==> config.mk <==
export PLATFORM = sky130hd
export DESIGN_NAME = pa2se_ifft_feed
export DESIGN_NICKNAME = d
export VERILOG_FILES = /design/src/rtl/pa2se_ifft_feed.sv
export SDC_FILE = /design/constraint.sdc
export NUM_CORES = 1
export LEC_CHECK = 0
export BUFFER_PORTS_ARGS = -buffer_cell sky130_fd_sc_hd__buf_2
export CAP_MARGIN = 20
export CORE_UTILIZATION = 45
export CTS_CLUSTER_SIZE = 25
export DETAILED_ROUTE_END_ITERATION = 16
export GPL_ROUTABILITY_DRIVEN = 0
export PLACE_DENSITY = 0.68
export SYNTH_ARGS = -nofsm -noshare
export SYNTH_HDL_FRONTEND = slang
export SYNTH_SLANG_ARGS = --single-unit
export TNS_END_PERCENT = 20
==> constraint.sdc <==
create_clock -name clk -period 18.6 [get_ports clk]
set_input_delay 3.72 -clock clk [delete_from_list [all_inputs] [get_ports clk]]
set_output_delay 3.72 -clock clk [all_outputs]
set_load 0.02 [all_outputs]
==> src/rtl/pa2se_ifft_feed.sv <==
// pa2se_ifft_feed: transmit-side parallel-to-serial feeder for the IFFT.
//
// One frame of N_CH parallel complex channel samples (IN_W-bit signed
// real/imag) is captured when every channel is valid and a buffer is free.
// Each component is rounded (half-up) and saturated to OUT_W bits, stored
// into one half of a ping-pong buffer, and streamed out as N_CH serial beats
// on an AXI-Stream style slave port of the IFFT.
//
// Ports:
//   clk, rstn            clock, asynchronous active-low reset
//   tx_sig_real/imag     per-channel signed samples, IN_W bits each
//   tx_sig_tvalid        per-channel valid; a frame needs all bits set
//   tx_sig_tready        a free buffer exists (decoded from flops only)
//   ifft_s_data_tdata    {imag, real} of the current beat, OUT_W bits each
//   ifft_s_data_tuser    channel index of the current beat
//   ifft_s_data_tvalid   beat valid
//   ifft_s_data_tlast    last beat of the frame
//   ifft_s_data_tready   IFFT accepts the beat
//   frame_err            sticky: a partially valid frame was presented
//   sat_flag             sticky: a captured component was clipped
//
// Build option:
//   BIT_REVERSE_IN_EN    when defined, beats leave in bit-reversed channel
//                        order (0,4,2,6,1,5,3,7 for N_CH=8); tuser carries
//                        the reversed index, tlast still marks the 8th beat.

module pa2se_ifft_feed #(
  parameter int unsigned N_CH  = 8,
  parameter int unsigned IN_W  = 20,
  parameter int unsigned OUT_W = 16
) (
  input  logic                                clk,
  input  logic                                rstn,
  input  logic signed [N_CH-1:0][IN_W-1:0]    tx_sig_real,
  input  logic signed [N_CH-1:0][IN_W-1:0]    tx_sig_imag,
  input  logic        [N_CH-1:0]              tx_sig_tvalid,
  output logic                                tx_sig_tready,
  output logic        [2*OUT_W-1:0]           ifft_s_data_tdata,
  output logic        [$clog2(N_CH)-1:0]      ifft_s_data_tuser,
  output logic                                ifft_s_data_tvalid,
  output logic                                ifft_s_data_tlast,
  input  logic                                ifft_s_data_tready,
  output logic                                frame_err,
  output logic                                sat_flag
);

  localparam int unsigned CNT_W = $clog2(N_CH);
  localparam int unsigned TD_W  = 2 * OUT_W;
  localparam int unsigned SHIFT = IN_W - OUT_W;
  // One guard bit so the rounding addition cannot wrap.
  localparam int unsigned SUM_W = IN_W + 1;

  localparam logic signed [SUM_W-1:0] RND     = SUM_W'(2 ** (SHIFT - 1));
  localparam logic signed [SUM_W-1:0] SAT_MAX = SUM_W'((2 ** (OUT_W - 1)) - 1);
  localparam logic signed [SUM_W-1:0] SAT_MIN = -SAT_MAX - SUM_W'(1);
  localparam logic        [OUT_W-1:0] OUT_MAX = {1'b0, {(OUT_W-1){1'b1}}};
  localparam logic        [OUT_W-1:0] OUT_MIN = {1'b1, {(OUT_W-1){1'b0}}};
  localparam logic        [CNT_W-1:0] CNT_LAST = CNT_W'(N_CH - 1);

  // Round half-up then saturate; MSB of the result flags a clip.
  function automatic logic [OUT_W:0] round_sat(input logic [IN_W-1:0] x);
    logic signed [SUM_W-1:0] ext;
    logic signed [SUM_W-1:0] rnd;
    logic        [OUT_W:0]   res;
    ext = $signed({x[IN_W-1], x});
    rnd = (ext + RND) >>> SHIFT;
    if (rnd > SAT_MAX) begin
      res = {1'b1, OUT_MAX};
    end else if (rnd < SAT_MIN) begin
      res = {1'b1, OUT_MIN};
    end else begin
      res = {1'b0, rnd[OUT_W-1:0]};
    end
    return res;
  endfunction

  // State
  logic [1:0]                      full_q, full_d;
  logic                            wsel_q, wsel_d;
  logic                            rsel_q, rsel_d;
  logic [CNT_W-1:0]                cnt_q, cnt_d;
  logic                            frame_err_q, frame_err_d;
  logic                            sat_q, sat_d;
  logic [1:0][N_CH-1:0][TD_W-1:0]  mem_q, mem_d;

  // Datapath / control decode
  logic [N_CH-1:0][TD_W-1:0]       conv_word;
  logic [N_CH-1:0]                 conv_sat;
  logic                            all_valid;
  logic                            any_valid;
  logic                            wr_frame;
  logic                            frame_partial;
  logic                            rd_valid;
  logic                            rd_beat;
  logic                            rd_last;
  logic [CNT_W-1:0]                idx;

  // Per-channel conversion of the incoming frame.
  always_comb begin
    logic [OUT_W:0] re_r;
    logic [OUT_W:0] im_r;
    re_r      = '0;
    im_r      = '0;
    conv_word = '0;
    conv_sat  = '0;
    for (int c = 0; c < int'(N_CH); c++) begin
      re_r         = round_sat(tx_sig_real[c]);
      im_r         = round_sat(tx_sig_imag[c]);
      conv_word[c] = {im_r[OUT_W-1:0], re_r[OUT_W-1:0]};
      conv_sat[c]  = re_r[OUT_W] | im_r[OUT_W];
    end
  end

  // Read index: natural or bit-reversed beat order.
`ifdef BIT_REVERSE_IN_EN
  always_comb begin
    idx = '0;
    for (int b = 0; b < int'(CNT_W); b++) begin
      idx[b] = cnt_q[int'(CNT_W) - 1 - b];
    end
  end
`else
  always_comb begin
    idx = cnt_q;
  end
`endif

  // Handshake decode, all from registered state plus live inputs.
  always_comb begin
    all_valid     = &tx_sig_tvalid;
    any_valid     = |tx_sig_tvalid;
    tx_sig_tready = ~full_q[wsel_q];
    wr_frame      = tx_sig_tready & all_valid;
    frame_partial = any_valid & ~all_valid;
    rd_valid      = full_q[rsel_q];
    rd_beat       = rd_valid & ifft_s_data_tready;
    rd_last       = (cnt_q == CNT_LAST);
  end

  // Next-state: drain one beat, capture one frame, track sticky flags.
  // Capture and release may coincide; they always target different buffers.
  always_comb begin
    full_d      = full_q;
    wsel_d      = wsel_q;
    rsel_d      = rsel_q;
    cnt_d       = cnt_q;
    mem_d       = mem_q;
    frame_err_d = frame_err_q;
    sat_d       = sat_q;

    if (rd_beat) begin
      if (rd_last) begin
        cnt_d          = '0;
        full_d[rsel_q] = 1'b0;
        rsel_d         = ~rsel_q;
      end else begin
        cnt_d = cnt_q + CNT_W'(1);
      end
    end

    if (wr_frame) begin
      mem_d[wsel_q]  = conv_word;
      full_d[wsel_q] = 1'b1;
      wsel_d         = ~wsel_q;
      sat_d          = sat_q | (|conv_sat);
    end

    if (frame_partial) begin
      frame_err_d = 1'b1;
    end
  end

  // Control state register.
  always_ff @(posedge clk or negedge rstn) begin
    if (!rstn) begin
      full_q      <= '0;
      wsel_q      <= 1'b0;
      rsel_q      <= 1'b0;
      cnt_q       <= '0;
      frame_err_q <= 1'b0;
      sat_q       <= 1'b0;
    end else begin
      full_q      <= full_d;
      wsel_q      <= wsel_d;
      rsel_q      <= rsel_d;
      cnt_q       <= cnt_d;
      frame_err_q <= frame_err_d;
      sat_q       <= sat_d;
    end
  end

  // Sample storage needs no reset: it is only visible while its full bit is set.
  always_ff @(posedge clk) begin
    mem_q <= mem_d;
  end

  // Output stream; data fields are zeroed while no beat is offered.
  always_comb begin
    ifft_s_data_tvalid = rd_valid;
    ifft_s_data_tdata  = rd_valid ? mem_q[rsel_q][idx] : '0;
    ifft_s_data_tuser  = rd_valid ? idx : '0;
    ifft_s_data_tlast  = rd_valid & rd_last;
    frame_err          = frame_err_q;
    sat_flag           = sat_q;
  end

endmodule
# ---- Yosys cells after proc, flatten, opt, wreduce, memory -nomap -nowiden
# Cells that the tools add are included.
dict set report totals {
  register_bits 521
  latch_bits 0
  ramBits 0
  mem_bits_ro 0
  input_bits 331
  output_inout_bits 40
  wordCells 156
  n_memories 0
}
dict set report op_classes {
  n_addsub 17
  n_mul 0
  div_mod_pow 0
  n_lt_le_gt_ge 37
  n_eq_ne 1
  n_shift 0
  mux 53
  n_bitwise 20
  reduce_logical 6
}
# operator n
set op_table {}
lappend op_table {{256-bit 2-to-1 mux} 3}
lappend op_table {{17-bit 2-to-1 mux} 32}
lappend op_table {{512-bit bitwise mux} 1}
lappend op_table {{20-bit by 5-bit adder with 21-bit output (second input constant)} 16}
lappend op_table {{17-bit by 16-bit greater-than comparator with 1-bit output (second input constant)} 16}
lappend op_table {{17-bit by 16-bit less-than comparator with 1-bit output (second input constant)} 16}
lappend op_table {{256-bit demux with 1-bit select} 1}
lappend op_table {{32-bit binary-select mux with 3-bit select} 1}
lappend op_table {{32-bit 2-to-1 mux} 2}
lappend op_table {{8-bit OR reduction} 2}
lappend op_table {{1-bit OR} 9}
lappend op_table {{8-bit AND reduction} 1}
lappend op_table {{1-bit 2-to-1 mux} 6}
lappend op_table {{2-bit 2-to-1 mux} 3}
lappend op_table {{3-bit 2-to-1 mux} 2}
lappend op_table {{1-bit AND} 4}
lappend op_table {{1-bit by 2-bit less-than comparator with 1-bit output (second input constant)} 2}
lappend op_table {{3-bit by 4-bit less-than comparator with 1-bit output (second input constant)} 1}
lappend op_table {{1-bit NOT} 4}
lappend op_table {{3-bit by 1-bit adder with 3-bit output (second input constant)} 1}
lappend op_table {{3-bit == test (second input constant)} 1}
lappend op_table {{2-bit AND} 1}
lappend op_table {{1-bit demux with 1-bit select} 2}
lappend op_table {{1-bit greater-or-equal comparator (second input constant)} 2}
lappend op_table {{other kinds (4)} 5}

# ---- Logic depth before layout (Yosys ltp)
# Gate-level depths: netlist of the first run.
dict set report logic_depth {
  word_depth 10
  mapped_depth 9
  ltp_nobuf 8
}

# ---- Worst setup path before layout of the first run
# OpenSTA, ideal clock, no wires.
dict set report synth_path {
  path_type {input to register}
  start {input tx_sig_tvalid[6]}
  end {register sat_q, in the netlist sat_flag}
  setup_time_ns 0.152
  arrival_ns 22.767
  t_required_ns 18.448
  setup_slack_ns -4.319
  path_stages 4
  path_buffers 0
  path_cell_list {nand4_1 -> or2_2 -> nor3_1 -> o32a_1}
}
dict set report synth_between {
  elab_chain_cells 2
}
# item line
set synth_lines {}
lappend synth_lines {{start, declared} 36} ;# input logic [N_CH-1:0] tx_sig_tvalid,
lappend synth_lines {{8-bit AND reduction} 130} ;# all_valid = &tx_sig_tvalid;
lappend synth_lines {{1-bit AND} 133} ;# wr_frame = tx_sig_tready & all_valid;
lappend synth_lines {{end signal, assigned} 188} ;# sat_q <= sat_d;
lappend synth_lines {{end, declared} 83} ;# logic sat_q, sat_d;
# No other way between the ends.
# A chain may end at the register's enable or synchronous reset.

# ---- Final worst setup path of the first run
dict set report layout_path {
  start {register cnt_q[0]}
  end {output ifft_s_data_tdata[12]}
}
dict set report layout_between {
  elab_chain_cells 3
}
# item line
set layout_lines {}
lappend layout_lines {{start, declared} 81} ;# logic [CNT_W-1:0] cnt_q, cnt_d;
lappend layout_lines {{start signal, assigned} 186} ;# cnt_q <= cnt_d;
lappend layout_lines {{32-bit binary-select mux with 3-bit select} 200} ;# ifft_s_data_tdata = rd_valid ? mem_q[rsel_q][idx] : '0;
lappend layout_lines {{32-bit 2-to-1 mux (not written as such)} 200}
lappend layout_lines {{32-bit 2-to-1 mux} 200}
lappend layout_lines {{end, declared} 38} ;# output logic [2*OUT_W-1:0] ifft_s_data_tdata,
# No other way between the ends. The select of a mux whose other input is x is not followed.

==> results of run 1 <==
worst max-delay path: stages (launching register included):
cell	delay, ps
dfrtp_4	550
buf_4	690
buf_4	890
mux4_2	510
mux4_2	500
and2_1	240
buf_2	180
cells in the final DEF (no fill, tap or decap), types with 11 or more instances in the layout:
cell type | Yosys | layout
clkbuf_1 | 38 | 12
and2_1 | 40 | 40
o21ai_0 | 71 | 71
nand3_1 | 115 | 115
and3_1 | 48 | 48
ha_1 | 18 | 18
xnor2_1 | 93 | 93
clkbuf_16 | 0 | 55
nand2_1 | 277 | 277
nor3_1 | 19 | 17
buf_4 | 0 | 14
nor2_1 | 76 | 76
edfxtp_1 | 512 | 512
xor2_1 | 94 | 94
mux4_2 | 160 | 160
buf_2 | 15 | 322
a21oi_1 | 41 | 41
nand4_1 | 53 | 53
inv_1 | 22 | 22
and4_1 | 26 | 26
clkinv_1 | 0 | 11
a21boi_0 | 14 | 14
power by group through the flow:
stage / Sequential [mW] / Combinational, mW / Clock (mW)
global route: 1.30 / 0.204 / 1.12
detailed placement: 1.32 / 0.186 / 0
CTS: 1.30 / 0.187 / 1.08
global placement: 1.32 / 0.180 / 0
floorplan: 1.32 / 0.0913 / 0
finish: 1.30 / 0.188 / 1.06
final cells by class:
type	count	share of cell area [%]
Timing Repair Buffer	340	5.94
Tap cell	765	3.15
Clock buffer	67	4.68
Multi-Input combinational cell	1263	33.5
Antenna cell	7	0.0577
Inverter	22	0.272
Clock inverter	29	0.989
Sequential cell	521	51.4
metal layers:
layer | GRT usage [%] | routed length, um | share of wire [%] | vias up
met5 | 0 | 27 | 0.039 | -
met4 | 6.22 | 1740 | 2.5 | 4
met3 | 3.76 | 4290 | 6.3 | 120
met2 | 37.4 | 33400 | 49 | 631
met1 | 32.0 | 29100 | 42 | 8807
li1 | - | - | - | 7946
cell families (layout without fill, tap and decap cells):
group	count (synthesis)	after routing	share of synthesized area (%)
and+or+nand+nor	711	711	13.5
adders and majority gates	18	18	0.860
AOI/OAI and AO/OA	178	178	3.97
buffers and inverters	96	458	1.73
other	0	7	0
DFF	521	521	59.6
muxes	169	169	14.1
xor gates and xnor gates	187	187	6.25
flip-flops by register name, summed over array words and instances, names as in the netlist:
name       count
full_q         2
mem_q        512
sat_flag       1
frame_err      1
rsel_q         1
wsel_q         1
cnt_q          3
path summary, 6_finish.rpt:
path	from	endpoint	slack [ps]	cells past startpoint
worst max-delay path	cnt_q[0]	ifft_s_data_tdata[12]	10610	6
min in group asynchronous	rstn	rsel_q	2980	1
worst max register to register	wsel_q	mem_q[503]	15550	4
worst min-delay path	frame_err	frame_err	450	1
max in group asynchronous	rstn	cnt_q[0]	15380	1
worst min register to register	frame_err	frame_err	450	1
stage by stage:
step / hold slack (ps) / area, um^2 / cells / power, mW / utilization (%)
detailed placement: 440 / 28600 / 2909 / 1.51 / 49.6
finish: 453 / 30300 / 3014 / 2.55 / 52.7
global route: 466 / 30300 / 3011 / 2.63 / 52.7
CTS: 455 / 30300 / 3005 / 2.57 / 52.6
floorplan: 513 / 26200 / 1880 / 1.41 / -
global placement: 439 / 28600 / 2909 / 1.50 / 49.6
==> metrics.md, run 1 <==
| Metric | Value |
|---|---|
| Status | `finished clean` |
| Startpoint Class | `flip-flop` |
| Via count of the first global-routing pass | `17.1k` |
| Max-slew violation count | `0` |
| First-pass GRT wire length | `102000 um` |
| Initial antenna violation count | `16` |
| Vias | `17.5k` |
| TNS Setup | `0 ps` |
| Synthesis-to-layout area growth | `15.9%` |
| Crit Path Category | `reg -> out` |
| Die Ht | `243 um` |
| Cells after synthesis | `1880` |
| Worst-Skew Late Latency | `590 ps` |
| Max H-tree Level | `2` |
| Measured slew at the worst slew-check pin | `1100 ps` |
| Worst min-delay path category | `reg -> reg` |
| Post-place setup slack | `11210 ps` |
| Tot GR Track Use | `23.0%` |
| I/O pins | `371` |
| Final worst slack | `10610 ps` |
| FF+latch count, synth | `521` |
| Max cap viols | `0` |
| Avg Cell Area, Syn | `13.9 um^2` |
| Ys async rst share | `1.73%` |
| Fill cell total of the finished layout | `4727` |
| Pint | `1.99 mW` |
| CP arrival | `4270 ps` |
| Leak Pwr | `10.6 nW` |
| Top post-synthesis cells by count | `edfxtp_1, nand2_1, mux4_2, nand3_1, xor2_1` |
| Port Buf Inserts | `322` |
| DRT iter0 DRCs | `1623` |
| EDFF count, synth | `512` |
| Max_slew headroom | `26.9%` |
| Cell with the most instances after synthesis | `edfxtp_1` |
| RSZ-0062 raised after global routing | `false` |
| Comb pwr share | `7.4%` |
| Largest net degree at the start of global routing | `182` |
| Final Cycle Share | `43.0%` |
| Root buffer cell | `clkbuf_16` |
| Top post-synthesis cells by area | `edfxtp_1, mux4_2, nand2_1, xor2_1, xnor2_1` |
| Setup bufs post-CTS | `0` |
| P per Cell Area | `83.9 nW/um^2` |
| Final hold violations | `0` |
| # setup viols final | `0` |
| WL/cell | `22.8 um` |
| Clock buffer depth | `3` |
| Final wirelength | `68600 um` |
| CP Capture Type | `output port` |
| CTS tree | `built` |
| Clock Power Share | `41.6%` |
| Die area | `59200 um^2` |
| Predominant post-synthesis flop cell | `edfxtp_1` |
| Die width | `243 um` |
| VDD IR max | `0.0000700 V` |
| Hpwl dp | `49400 um` |
| Post-synth net total | `2229` |
| Max Freq | `0.125 GHz` |
| # nets final | `2550` |
| Library cells used by synthesis | `58` |
| Post-cts sizing count | `0` |
| CTS clk-pin slew, worst paths | `60 ps` |
| Storage cell area | `15600 um^2` |
| Top-area cell type share of the netlist area | `58.7%` |
| Initial Util | `45.5%` |
| Ys Warns | `0` |
| NetSw | `551 uW` |
| Share of cells above drive strength 1 | `26.5%` |
| Part of the power in registers | `51.0%` |
| Min Tclk post-route | `7990 ps` |
| Sw frac | `21.6%` |
| Core footprint | `57600 um^2` |
| Mapped Area | `26200 um^2` |
| Number of buffers created by CTS | `53` |
| CTS Hold Bufs | `0` |
| Crit-path max FO | `64` |
| Clock sink count | `521` |
| Floorplan row count | `88` |
| Post-DRT Antenna Nets | `0` |
| DRC Markers | `0` |
| Grt ovf | `0` |
| CP required | `14880 ps` |
| Area occupied by multi-input gates | `10200 um^2` |
| Post-synth top area cell | `edfxtp_1` |
| Via/cell ratio | `5.81` |
| Register area share after synthesis | `59.6%` |
| Final Skew | `18.8 ps` |
| Initial DRT Pass Iterations | `7` |
(Power assumes the default switching activity.)
==> run 2: changes to the inputs <==
PLACE_DENSITY = 0.65   (was 0.68)
clock period = 8.1 ns   (was 18.6 ns; I/O delays follow)
==> run 2 against run 1 <==
  * Global-route usage increased by 0.36 points
  * Sequential power rose by 130%
  * Non-clock buffer count fell by 1
  * Highest routed layer unchanged
==> metrics.md, run 2 (synthesis gave the netlist of run 1 again) <==
| Metric | Value |
|---|---|
| DRT iter0 DRCs | `1543 (-4.9%)` |
| Via count of the first global-routing pass | `17.3k (+1.0%)` |
| Max stage delay on crit path | `1100 ps (+210 ps)` |
| Hold WS | `461 ps (+8.42 ps)` |
| Post-DRT Antenna Nets | `0 (unchanged)` |
| I/O pins | `371 (unchanged)` |
| CTS clk-pin slew, worst paths | `60 ps (about the same)` |
| Most frequent cells in the layout | `edfxtp_1, buf_2, nand2_1, mux4_2, nand3_1` |
| Number of buffers created by CTS | `53 (unchanged)` |
| Largest net degree at the start of global routing | `131 (-28%)` |
| Min Tclk post-route | `5550 ps` |
| Grt ovf | `0 (unchanged)` |
| Die area | `59200 um^2 (unchanged)` |
| Root buffer cell | `clkbuf_16` |
| Share of cells above drive strength 1 | `26.4% (-0.12 points)` |
| CP arrival | `3930 ps (-340 ps)` |
| CP bufs+invs | `2 (-1)` |
| # nets final | `2549 (-0.039%)` |
| Max reg flops | `512 (unchanged)` |
| Die width | `243 um (unchanged)` |
| Max-slew violation count | `0 (unchanged)` |
| Dpl cell area | `28600 um^2 (about the same)` |
| Initial antenna violation count | `15 (-1)` |
| Reg-to-Reg End | `mem_q[468]` |
| Floorplan row count | `88 (unchanged)` |
| Final Power | `5.76 mW (+130%)` |
| Largest registers | `mem_q: 512 flops, cnt_q: 3 flops, full_q: 2 flops` |
| Hold Path End | `frame_err` |
| Core footprint | `57600 um^2 (unchanged)` |
| CTS tree | `built` |
| CTS Hold Bufs | `0 (unchanged)` |
| # setup viols final | `0 (unchanged)` |
| First-pass GRT wire length | `104000 um (+1.8%)` |
| Via/cell ratio | `5.80 (-0.22%)` |
| CP Capture Type | `output port` |
| Final Skew | `14.0 ps (-4.71 ps)` |
| Max cap viols | `0 (unchanged)` |
| Clock sink count | `521 (unchanged)` |
| Worst min-delay path category | `reg -> reg` |
| WL/cell | `23.0 um (+0.89%)` |
| Uppermost layer routed | `met5` |
| Critical-path cell list | `buf_4 -> mux4_2 -> mux4_2 -> and2_1 -> buf_2` |
| Final worst slack | `2550 ps (-8050 ps)` |
| Tot GR Track Use | `23.3% (+0.36 points)` |
| FF-to-FF path depth | `4 (unchanged)` |
| CP delay by family, top | `flip-flops` |
| Worst-Skew Late Latency | `590 ps (about the same)` |
| Commonest non-fill, non-tap cell in the layout | `edfxtp_1` |
| VDD IR max | `0.000154 V (+120%)` |
| RR Startpoint | `wsel_q` |
| RSZ-0062 raised after global routing | `false` |
| Flop-to-flop setup slack | `5320 ps (-10230 ps)` |
| Worst Hold Launch | `frame_err` |
| Post-cts sizing count | `0 (unchanged)` |
| Final wirelength | `69100 um (+0.76%)` |
| Die Ht | `243 um (unchanged)` |
| Port Buf Inserts | `322 (unchanged)` |
| Vias | `17.4k (-0.35%)` |
| Metal-1 WL | `30100 um (+3.5%)` |
| Crit Path Category | `reg -> out` |
| Max Freq | `0.180 GHz` |
| Setup bufs post-CTS | `0 (unchanged)` |
| Startpoint Class | `flip-flop` |
| Leak Pwr | `10.5 nW (-0.38%)` |
| Worst hold path depth | `1 (unchanged)` |
| P per Cell Area | `191 nW/um^2 (+130%)` |
| Status | `finished clean` |
| Final Cycle Share | `68.5%` |
| Fill cell total of the finished layout | `4809 (+1.7%)` |
| Critical path's slowest cell | `dfrtp_4` |
| Hpwl dp | `49600 um (+0.47%)` |
| Initial Util | `45.5% (unchanged)` |
| Measured slew at the worst slew-check pin | `1140 ps (+38.1 ps)` |
| Initial DRT Pass Iterations | `6 (-1)` |
| Crit-path max FO | `70 (+9.4%)` |
| Clock buffer depth | `3 (unchanged)` |
| Max H-tree Level | `2 (unchanged)` |
| Worst Setup SP | `cnt_q[0]` |
| Final instance area | `30200 um^2 (-0.38%)` |
| DRC Markers | `0 (unchanged)` |
| Post-place setup slack | `3150 ps (-8060 ps)` |
| Final hold violations | `0 (unchanged)` |
| Most flops, register | `mem_q` |
| Max_slew headroom | `24.3% (-2.5 points)` |
| CP required | `6480 ps (-8400 ps)` |
| DR WL met2 | `33000 um (-1.3%)` |
| DR WL met3 | `4450 um (+3.7%)` |
| TNS Setup | `0 ps (unchanged)` |
| Synthesis-to-layout area growth | `15.4%` |
| Crit-path most repeated cell | `mux4_2` |
[run 2: worst register-to-register path, delay by kind of cell (launching register included)]
family	cells	cell delay (ps)
buffers and inverters	3	1670
flip-flops	1	420
AND/OR/NAND/NOR	1	180
[run 2: layer usage]
metal | vias to the layer above | global-route usage [%]
li1 | 7935 | -
met1 | 8823 | 33.0
met2 | 581 | 37.5
met3 | 100 | 4.10
met4 | 8 | 5.81
met5 | - | 0
[run 2: through the flow]
step	util, %	cells
2_1_floorplan	-	1880
4_1_cts	52.5	3002
5_1_grt	52.5	3005
3_3_place_gp	49.6	2910
3_5_place_dp	49.6	2910
6_report	52.5	3010
[run 2: worst max-delay path by stage]
stage,end,cells past startpoint
after floorplan,sat_flag,4
after global placement,ifft_s_data_tdata[31],5
after detailed placement,ifft_s_data_tdata[31],5
after CTS,ifft_s_data_tdata[31],5
after global routing,ifft_s_data_tdata[1],5
final,ifft_s_data_tdata[31],5
[run 2: area by class of cell]
| cell class | count | area (um^2) | area share [%] |
|---|---|---|---|
| antenna | 8 | 20.0 | 0.0662 |
| clock buffer | 59 | 1350 | 4.46 |
| clock inverter | 33 | 280 | 0.927 |
| inverter | 22 | 82.6 | 0.273 |
| multi-input combinational | 1263 | 10200 | 33.6 |
| sequential | 521 | 15600 | 51.6 |
| tap | 765 | 957 | 3.17 |
| timing repair buffer | 339 | 1780 | 5.88 |
[run 2: power breakdown]
part	switching (mW)	total (mW)	internal, mW	leakage, nW
Combinational	0.247	0.421	0.174	5.01
Clock	1.00	2.35	1.35	0.800
Sequential	0.0159	2.99	2.98	4.71
